==> src/rtl/sipo_deframer.sv <==
// LSB-first serial receiver: aligns on frame_start, assembles W-bit words into a one-entry
// valid/ready output register, and reports sticky overrun / framing errors.
module sipo_deframer #(
    parameter int W          = 4,
    parameter bit CONTINUOUS = 1'b0
) (
    input  logic         clk,
    input  logic         clr,
    input  logic         ser_in,
    input  logic         ser_valid,
    input  logic         frame_start,
    output logic [W-1:0] data_out,
    output logic         data_valid,
    input  logic         data_ready,
    output logic         overrun,
    output logic         frame_err,
    input  logic         err_clr
);

    localparam int CW = $clog2(W);

    typedef enum logic {IDLE, SHIFT} state_t;

    state_t          state, state_nxt;
    logic [CW-1:0]   cnt, cnt_nxt, pos;
    logic [W-1:0]    shreg, word;
    logic            take, complete, realign_err, load, ovr_evt;

    always_ff @(posedge clk) begin
        if (clr) begin
            state <= IDLE;
        end else begin
            state <= state_nxt;
        end
    end

    always_comb begin
        state_nxt   = state;
        cnt_nxt     = cnt;
        pos         = '0;
        take        = 1'b0;
        complete    = 1'b0;
        realign_err = 1'b0;
        if (ser_valid) begin
            if (frame_start) begin
                // A marker always restarts at bit 0; mid-word it also discards the partial word.
                take        = 1'b1;
                pos         = '0;
                cnt_nxt     = CW'(1);
                state_nxt   = SHIFT;
                realign_err = (state == SHIFT) && (cnt != '0);
            end else if (state == SHIFT) begin
                take = 1'b1;
                pos  = cnt;
                if (cnt == CW'(W - 1)) begin
                    complete  = 1'b1;
                    cnt_nxt   = '0;
                    state_nxt = CONTINUOUS ? SHIFT : IDLE;
                end else begin
                    cnt_nxt = cnt + CW'(1);
                end
            end
        end

        word = shreg;
        for (int i = 0; i < W; i++) begin
            if (take && pos == CW'(i)) begin
                word[i] = ser_in;
            end
        end

        // The output slot is free if empty or being drained on this same edge.
        load    = complete && (!data_valid || data_ready);
        ovr_evt = complete && data_valid && !data_ready;
    end

    always_ff @(posedge clk) begin
        if (clr) begin
            cnt        <= '0;
            shreg      <= '0;
            data_out   <= '0;
            data_valid <= 1'b0;
            overrun    <= 1'b0;
            frame_err  <= 1'b0;
        end else begin
            cnt   <= cnt_nxt;
            shreg <= word;
            if (load) begin
                data_out   <= word;
                data_valid <= 1'b1;
            end else if (data_valid && data_ready) begin
                data_valid <= 1'b0;
            end
            overrun   <= ovr_evt     | (overrun   & ~err_clr);
            frame_err <= realign_err | (frame_err & ~err_clr);
        end
    end

endmodule

==> config.mk <==
export PLATFORM = sky130hd
export DESIGN_NAME = sipo_deframer
export DESIGN_NICKNAME = d
export VERILOG_FILES = /design/src/rtl/sipo_deframer.sv
export SDC_FILE = /design/constraint.sdc
export NUM_CORES = 1
export LEC_CHECK = 0
export ABC_AREA = 1
export CAP_MARGIN = 20
export CORE_MARGIN = 1.5
export CORE_UTILIZATION = 41
export CTS_CLUSTER_SIZE = 20
export DETAILED_ROUTE_END_ITERATION = 10
export DONT_BUFFER_PORTS = 1
export HOLD_SLACK_MARGIN = 0.02
export PLACE_DENSITY = 0.65
export SYNTH_ARGS = -nofsm -noshare
export SYNTH_HDL_FRONTEND = slang
export SYNTH_SLANG_ARGS = --single-unit
==> constraint.sdc <==
create_clock -name clk -period 2 [get_ports clk]
set_clock_uncertainty 0.2 [all_clocks]
set_input_delay 0.2 -clock clk [delete_from_list [all_inputs] [get_ports clk]]
set_output_delay 0.2 -clock clk [all_outputs]
set_load 0.005 [all_outputs]
Yosys cells after proc, flatten, opt, wreduce, memory -nomap -nowiden
Cells that the tools add are included.
{"block": "totals", "reg_bits": 14, "latchBits": 0, "ram_bits": 0, "romBits": 0, "input_bits": 7, "output_inout_bits": 7, "wordCells": 58, "n_memories": 0}
{"block": "op_classes", "add_sub_neg": 1, "n_mul": 0, "div": 0, "n_lt_le_gt_ge": 0, "eq_ne": 4, "shifts": 0, "mux": 24, "bitwise_logic": 5, "n_reduce_logical": 17}
{"op": "1-bit 2-to-1 mux", "count": 18}
{"op": "2-bit 2-to-1 mux", "count": 6}
{"op": "1-bit logical AND", "count": 9}
{"op": "2-bit == test, second input constant", "count": 3}
{"op": "2-bit nonzero test", "count": 3}
{"op": "2-bit by 1-bit adder with 2-bit output, second input constant", "count": 1}
{"op": "1-bit AND", "count": 2}
{"op": "2-bit by 1-bit == test with 1-bit output, second input constant", "count": 1}
{"op": "1-bit zero test", "count": 2}
{"op": "2-bit zero test", "count": 1}
{"op": "1-bit bitwise OR", "count": 2}
{"op": "2-bit AND reduction", "count": 1}
{"op": "1-bit logical OR", "count": 1}
{"op": "1-bit inverter", "count": 1}

Logic depth before layout (Yosys ltp)
Gate-level depths: netlist (run 1).
{"block": "logic_depth", "word_depth": 8, "ltp_mapped": 8, "mapped_depth_nobuf": 8}

Worst setup path before layout (run 1)
OpenSTA, ideal clock, no wires.
{"block": "synth_path", "kind": "register -> register", "start": "register cnt[1]", "end": "register data_out[0]", "setup_time_ns": 0.109, "arrival_time_ns": 1.141, "t_required_ns": 1.691, "setup_slack_ns": 0.551, "path_stages_with_launch": 9, "n_path_buf": 0, "period_less_slack_ns": 1.449, "path_cell_list": "dfxtp_1 ha_1 inv_1 nor3_2 nand2_2 clkinv_2 nand3_1 nand2_1 inv_1"}
{"block": "synth_via", "elab_chain_len": 6, "elab_cells_between_ends": 12, "cone_classes": "1 x eq/ne; 8 x mux; 3 x reduce/logical"}
{"item": "from (decl)", "line": "25", "source": "logic [CW-1:0] cnt, cnt_nxt, pos;"}
{"item": "from (signal assigned)", "line": "86", "source": "cnt <= cnt_nxt;"}
{"item": "2-bit == test or 2-bit 2-to-1 mux (tied branches)", "line": "55, 52"}
{"item": "1-bit 2-to-1 mux or 2-bit 2-to-1 mux (tied branches)", "line": "55, 45"}
{"item": "1-bit 2-to-1 mux or 2-bit 2-to-1 mux (tied branches)", "line": "52, 44"}
{"item": "1-bit 2-to-1 mux or 2-bit zero test (tied branches)", "line": "45, 67"}
{"item": "1-bit 2-to-1 mux or 1-bit logical AND (tied branches)", "line": "44, 67"}
{"item": "1-bit logical AND or 1-bit 2-to-1 mux (tied branches)", "line": "73, 67"}
{"item": "to (signal assigned)", "line": "89", "source": "data_out <= word;"}
{"item": "to (decl)", "line": "12", "source": "output logic [W-1:0] data_out,"}
Several ways; a longest one is shown, not always the timed one.
A chain may end at the register's enable or synchronous reset.

Worst setup path in the final report (run 1)
{"block": "layout_path", "start": "register cnt[1]", "end": "register overrun"}
{"block": "layout_via", "elab_chain_len": 8}
{"item": "2-bit == test", "line": "55", "source": "if (cnt == CW'(W - 1)) begin"}
{"item": "1-bit 2-to-1 mux", "line": "55"}
{"item": "1-bit 2-to-1 mux", "line": "52", "source": "end else if (state == SHIFT) begin"}
{"item": "1-bit 2-to-1 mux", "line": "45", "source": "if (frame_start) begin"}
{"item": "1-bit 2-to-1 mux", "line": "44", "source": "if (ser_valid) begin"}
{"item": "1-bit logical AND (2 in series)", "line": "74", "source": "ovr_evt = complete && data_valid && !data_ready;"}
{"item": "1-bit bitwise OR", "line": "94", "source": "overrun <= ovr_evt | (overrun & ~err_clr);"}
{"item": "to (signal assigned)", "line": "94"}
{"item": "to (decl)", "line": "15", "source": "output logic overrun,"}
Every way passes these cells.

==> results.toml, run 1 <==
[route]
wl_met1_um = 571
top_layer = "met4"
wl_mm = 1.14
drtIter0Drc = 9
wl_met2_um = 494
dr.pass1.iters = 5
postRouteAntennaNets = 0
route.detailed.drc = 0
routedWlPerCell_um = 10.0
num_vias = 558
via_per_inst = 4.89
met3_wirelength_um = 58

[cells_and_area]
layout.nets = 109
diodes = 0
fin_util_pct = 51.6
drive_gt1_share_pct = 14.3
final_common_cell = "nand2_1"
finalInstanceArea_um2 = 759
syn2layout_area_growth_pct = 19.5
final_cell_mix = "18 x nand2_1, 14 x inv_1, 14 x a21oi_1"
final_cells = 114

[sta]
finalCritPeriodShare_pct = 90.8
maxSlewViolCount = 0
slew_headroom_pct = 67.1
period_needed_ns = 1.82
worst_pin_slew_ns = 0.492
grt_setup_unrepaired = "false"
max_freq_ghz = 0.550
final_hold_viol_count = 0
setup_viol = 0
tns_ns = 0

[cts]
cts_tree = "done"
cts-htree-levels = 1
numCtsBuffers = 3
post_cts_buffers = 0
clockBufferDepth = 2
clk_pin_slew_ns = 0.08
cts_sinks = 14
clkLatencyLatePin_ns = 0.27
root_buffer = "clkbuf_4"

[die]
die_w_um = 42.4
ios = 14
die_y_um = 42.4
fp.dieArea_um2 = 1800
start_util_pct = 43.2
coreArea_um2 = 1470
rows = 14

[logic_synthesis]
syn-num-nets = 97
yosysWarnings = 0
avgSynthCellArea_um2 = 7.22
ys_seq_area_share_pct = 44.1
synth-seq-cells = 14
synth_cell_types = 16
syn_inst = 88
synth_area_um2 = 636

[place]
portBuffers = 0
routabilityCongestion = 0.850
placed_cell_area_um2 = 652
dp_hpwl_um = 850
placed_cells = 103

[global_route]
grt_first_pass_wirelength_mm = 2.06
antenna_found_initial = 0
grt_util_all_layers_pct = 15.0
first_global_vias = 516
grt_max_degree = 15
overflow = 0

[critical_path]
path_class = "flop to flop"
r2r_setup_slack_ns = 0.18
startpoint_type = "flop"
critPathCaptureType = "flop"
crit_path_max_fanout = 5
cp.arrival_ns = 1.83
critPathRequiredTime_ns = 2.01

[worst_hold_path]
min_path_type = "primary input to flop"

[run]
max_cap_viol_count = 0

[pwr]
p_per_area_nw_per_um2 = 633
p_leak_nw = 0.311
ir_worst_vdd_uv = 260

[status]
status = "finished, final reports clean"
## power breakdown
group          internal [mW]  switching (mW)
Clock                 0.0696          0.0841
Sequential             0.284         0.00410
Combinational         0.0165          0.0227
Total                  0.370           0.111
## cell type report
type / instances / area, um^2
flip-flops and latches: 14 / 283
repair buffers: 8 / 82.6
clock buffers: 3 / 22.5
fillers: 154 / 712
multi-input cells: 56 / 287
inverters: 17 / 65.1
well taps: 16 / 20.0
## flip-flops by register name (all words and copies together) (netlist names)
name	cells
data_out	4
shreg	4
cnt	2
data_valid	1
frame_err	1
overrun	1
state	1
## cells by family (layout without fill, tap and decap cells)
| group | Yosys count | in the layout | share of synthesized area [%] |
|---|---|---|---|
| simple gates | 38 | 38 | 27.6 |
| buf+inv | 18 | 28 | 10.8 |
| compound gates | 16 | 16 | 13.6 |
| flops | 14 | 14 | 44.1 |
| fa+ha+maj | 2 | 2 | 3.94 |
## worst max-delay path: stages, from the launching register on
cell	delay, ns
dfxtp_2	0.38
ha_1	0.18
inv_1	0.06
nor3_2	0.20
nand2_1	0.06
dlygate4sd3_1	0.55
a21oi_1	0.11
## per-stage QoR
| step | power, mW | hold slack, ns | setup slack, ns |
|---|---|---|---|
| 3_3_place_gp | 0.317 | 0.0713 | 0.472 |
| 4_1_cts | 0.486 | 0.0280 | 0.0513 |
| 3_5_place_dp | 0.317 | 0.0729 | 0.428 |
| 5_1_grt | 0.507 | 0.0431 | 0.0692 |
| 6_report | 0.481 | 0.0287 | 0.183 |
| 2_1_floorplan | 0.315 | 0.138 | 0.551 |
## synthesized netlist by cell type
| cell | count | area, um^2 |
|---|---|---|
| nor2_1 | 4 | 15.0 |
| inv_2 | 1 | 3.75 |
| inv_1 | 15 | 56.3 |
| ha_1 | 2 | 25.0 |
| nand2_1 | 18 | 67.6 |
| o21ai_2 | 1 | 8.76 |
| dfxtp_1 | 14 | 280 |
| a211oi_1 | 1 | 7.51 |
| a21oi_1 | 14 | 70.1 |
| nand2_2 | 3 | 18.8 |
| nor2_2 | 1 | 6.26 |
| nor3_2 | 1 | 10.0 |
| clkinv_2 | 1 | 5.00 |
| nand4_1 | 2 | 12.5 |
| nand3_1 | 9 | 45.0 |
| clkbuf_1 | 1 | 3.75 |
## timing repair
action	4_1_cts	5_1_grt
resized for setup	0	4
hold endpoints to repair	14	0
hold buffers	8	0
setup endpoints to repair	0	2
## final timing paths
path	start	end	cells after the start
setup reg to reg	cnt[1]$_SDFFE_PP0P_	overrun$_SDFF_PP0_	6
hold / removal	ser_in	data_out[1]$_SDFFE_PP0P_	4
hold reg to reg	shreg[3]$_SDFF_PP0_	shreg[3]$_SDFF_PP0_	2
setup / recovery	cnt[1]$_SDFFE_PP0P_	overrun$_SDFF_PP0_	6
## layer usage
metal  vias to the layer above  GRT usage, %
met5                         -             0
met4                         0          7.50
met3                         4          4.31
met2                        15          22.5
met1                       235          19.7
li1                        304             -
(Power assumes the default switching activity.)
==> run 2, diff against run 1 <==
--- a/config.mk
+++ b/config.mk
@@ -9,7 +9,7 @@
 export CAP_MARGIN = 20
 export CORE_MARGIN = 1.5
 export CORE_UTILIZATION = 41
-export CTS_CLUSTER_SIZE = 20
+export CTS_CLUSTER_SIZE = 28
 export DETAILED_ROUTE_END_ITERATION = 10
 export DONT_BUFFER_PORTS = 1
 export HOLD_SLACK_MARGIN = 0.02
==> results of run 2 <==
Same layout as run 1: the final DEF is identical, and so are final timing and power.
==> run 3, diff against run 2 <==
--- a/config.mk
+++ b/config.mk
@@ -5,7 +5,6 @@
 export SDC_FILE = /design/constraint.sdc
 export NUM_CORES = 1
 export LEC_CHECK = 0
-export ABC_AREA = 1
 export CAP_MARGIN = 20
 export CORE_MARGIN = 1.5
 export CORE_UTILIZATION = 41
==> run 3 against run 2 <==
Sequential power hardly changed. Combinational power is 11% lower. Critical path depth is 1 lower. Critical endpoint is now frame_err$_SDFF_PP0_. Sequential share of layout area is 1.2 points higher. Synthesized area is 2.2% higher. Synthesized cell count is 20% lower. Cell count is 19% lower. Clock-buffer cell count stayed put. Fmax is 0.29% higher. Cell area is 3.6% lower.
==> results.toml, run 3 <==
[sta]
slew_headroom_pct = 66.3
whs_ns = 0.0520
max_freq_ghz = 0.552
finalCritPeriodShare_pct = 90.6
setup_viol = 0
postLayoutSetupSlackWorst_ns = 0.188
maxSlewViolCount = 0
period_needed_ns = 1.81
worst_pin_slew_ns = 0.504
final_hold_viol_count = 0
grt_setup_unrepaired = "false"
tns_ns = 0

[cells_and_area]
largestRegisters = "data_out x4, shreg x4, cnt x2"
final_common_cell = "a21oi_1"
diodes = 0
n_fill_cell = 152
final_cell_mix = "14 x a21oi_1, 13 x dfxtp_1, 7 x dlygate4sd3_1"
seq_area_um2 = 282
multi_input_area_um2 = 327
layout.nets = 87
fin_util_pct = 49.2
final_cells = 92
drive_gt1_share_pct = 11.8
finalInstanceArea_um2 = 732
syn2layout_area_growth_pct = 12.7

[logic_synthesis]
synth_cell_types = 21
synth.largest_area_cell = "dfxtp_1"
ys_seq_area_share_pct = 43.2
synth-seq-cells = 14
synth_area_um2 = 649
synth_area_leaders = "dfxtp_1 43%, a21oi_1 11%, a311oi_1 5.4%, nand4b_1 4.0%, ha_1 3.9%"
synth-edff-count = 0
yosysWarnings = 0
netlist_top_cells_count = "14 x a21oi_1, 14 x dfxtp_1, 6 x nand2_1"
syn-num-nets = 79
synth_top_area_share_pct = 43.2
avgSynthCellArea_um2 = 9.28
syn_inst = 70
synth_flop_cell = "dfxtp_1"
async_flop_share_pct = 0

[global_route]
grt_first_pass_wirelength_mm = 2.13
first_global_vias = 494
grt_util_all_layers_pct = 16.3
grt_max_degree = 15
overflow = 0
antenna_found_initial = 0

[cts]
root_buffer = "clkbuf_4"
clk_pin_slew_ns = 0.08
cts_tree = "done"
cts-htree-levels = 1
clockBufferDepth = 2
cts_sinks = 14
numCtsBuffers = 3
clkLatencyLatePin_ns = 0.28
post_cts_buffers = 0

[route]
wl_mm = 1.24
postRouteAntennaNets = 0
via_per_inst = 5.78
dr.pass1.iters = 5
num_vias = 532
routedWlPerCell_um = 13.5
route.detailed.drc = 0
drtIter0Drc = 18

[critical_path]
crit_path_max_fanout = 8
path_class = "flop to flop"
r2r_cells = 5
startpoint_type = "flop"
crit_chain = "inv_1 -> ha_1 -> nand4b_1 -> dlygate4sd3_1 -> a21oi_1"
critPathCaptureType = "flop"
critPathRequiredTime_ns = 2.02
max_stage_delay_ns = 0.56
r2r_setup_slack_ns = 0.19
crit_slowest_cell = "dlygate4sd3_1"
cp.arrival_ns = 1.83

[place]
portBuffers = 0
dp_slack_ns = 0.375
placed_cells = 82
placed_cell_area_um2 = 638
routabilityCongestion = 0.785
dp_hpwl_um = 811

[pwr]
power_uw = 479
p_per_area_nw_per_um2 = 654
ir_worst_vdd_uv = 416
p_leak_nw = 0.240

[die]
rows = 14
coreArea_um2 = 1490
die_w_um = 42.8
ios = 14
die_y_um = 42.8
fp.dieArea_um2 = 1830
start_util_pct = 43.6

[run]
max_cap_viol_count = 0

[worst_hold_path]
min_path_type = "primary input to flop"
min_path_cells = 2

[status]
status = "finished, final reports clean"
[run 3: changes by cell type in the layout (fill, tap and decap cells not counted), moves of 2 or more]
cell and delta:
a21bo_2 +2, nand4_1 -2, inv_2 -2, nand2_1 -12
o21ai_0 +4, nor2_1 -4, a311oi_1 +4, nand4b_1 +3
nand2_2 -3, inv_1 -11, nand2b_1 +3, nand3_1 -5
[run 3: kinds of logic (layout without fill, tap and decap cells)]
group                      Yosys count  after routing  synth area share (%)
AOI/OAI and AO/OA                   24             24                  22.4
adders and majority gates            2              2                  3.85
buffers and inverters                7             13                  6.55
and+or+nand+nor                     23             23                  24.1
DFF                                 14             14                  43.2
[run 3: repair_timing]
action,CTS,global route
gates resized for setup,0,1
hold buffers,7,0
endpoints found under the hold margin,14,0
endpoints found under the setup margin,0,1
[run 3: final cells by class]
cell class              count  share of cell area (%)
multi-input cells          49                    44.6
flip-flops and latches     14                    38.5
repair buffers              7                    9.57
clock buffers               3                    3.08
well taps                  16                    2.74
inverters                   3                    1.54
[run 3: power by group]
part / switching, mW / internal (mW)
combinational: 0.0157 / 0.0193
sequential: 0.00714 / 0.283
clock: 0.0837 / 0.0700
total: 0.106 / 0.372
[run 3: worst max-delay path, delay by kind of cell, from the launching register on]
kind | cells | cell delay, ns
DFF | 1 | 0.45
and+or+nand+nor | 1 | 0.15
buffers and inverters | 2 | 0.63
AOI/OAI and AO/OA | 1 | 0.13
adders and majority gates | 1 | 0.19
[run 3: worst paths after layout]
path                                                end                 from
worst max-delay path               frame_err$_SDFF_PP0_  cnt[0]$_SDFFE_PP0P_
worst min-delay path            data_valid$_SDFFE_PP0P_           data_ready
worst max register to register     frame_err$_SDFF_PP0_  cnt[0]$_SDFFE_PP0P_
worst min register to register      shreg[0]$_SDFF_PP0_  shreg[0]$_SDFF_PP0_
[run 3: routing by layer]
metal  global-route usage (%)  share of wire, %  vias to the layer above
met5                        0                 0                        -
met2                     24.2                46                       16
met3                     6.81               5.6                        5
li1                         -                 -                      272
met4                     11.3               3.0                        0
met1                     18.6                46                      239
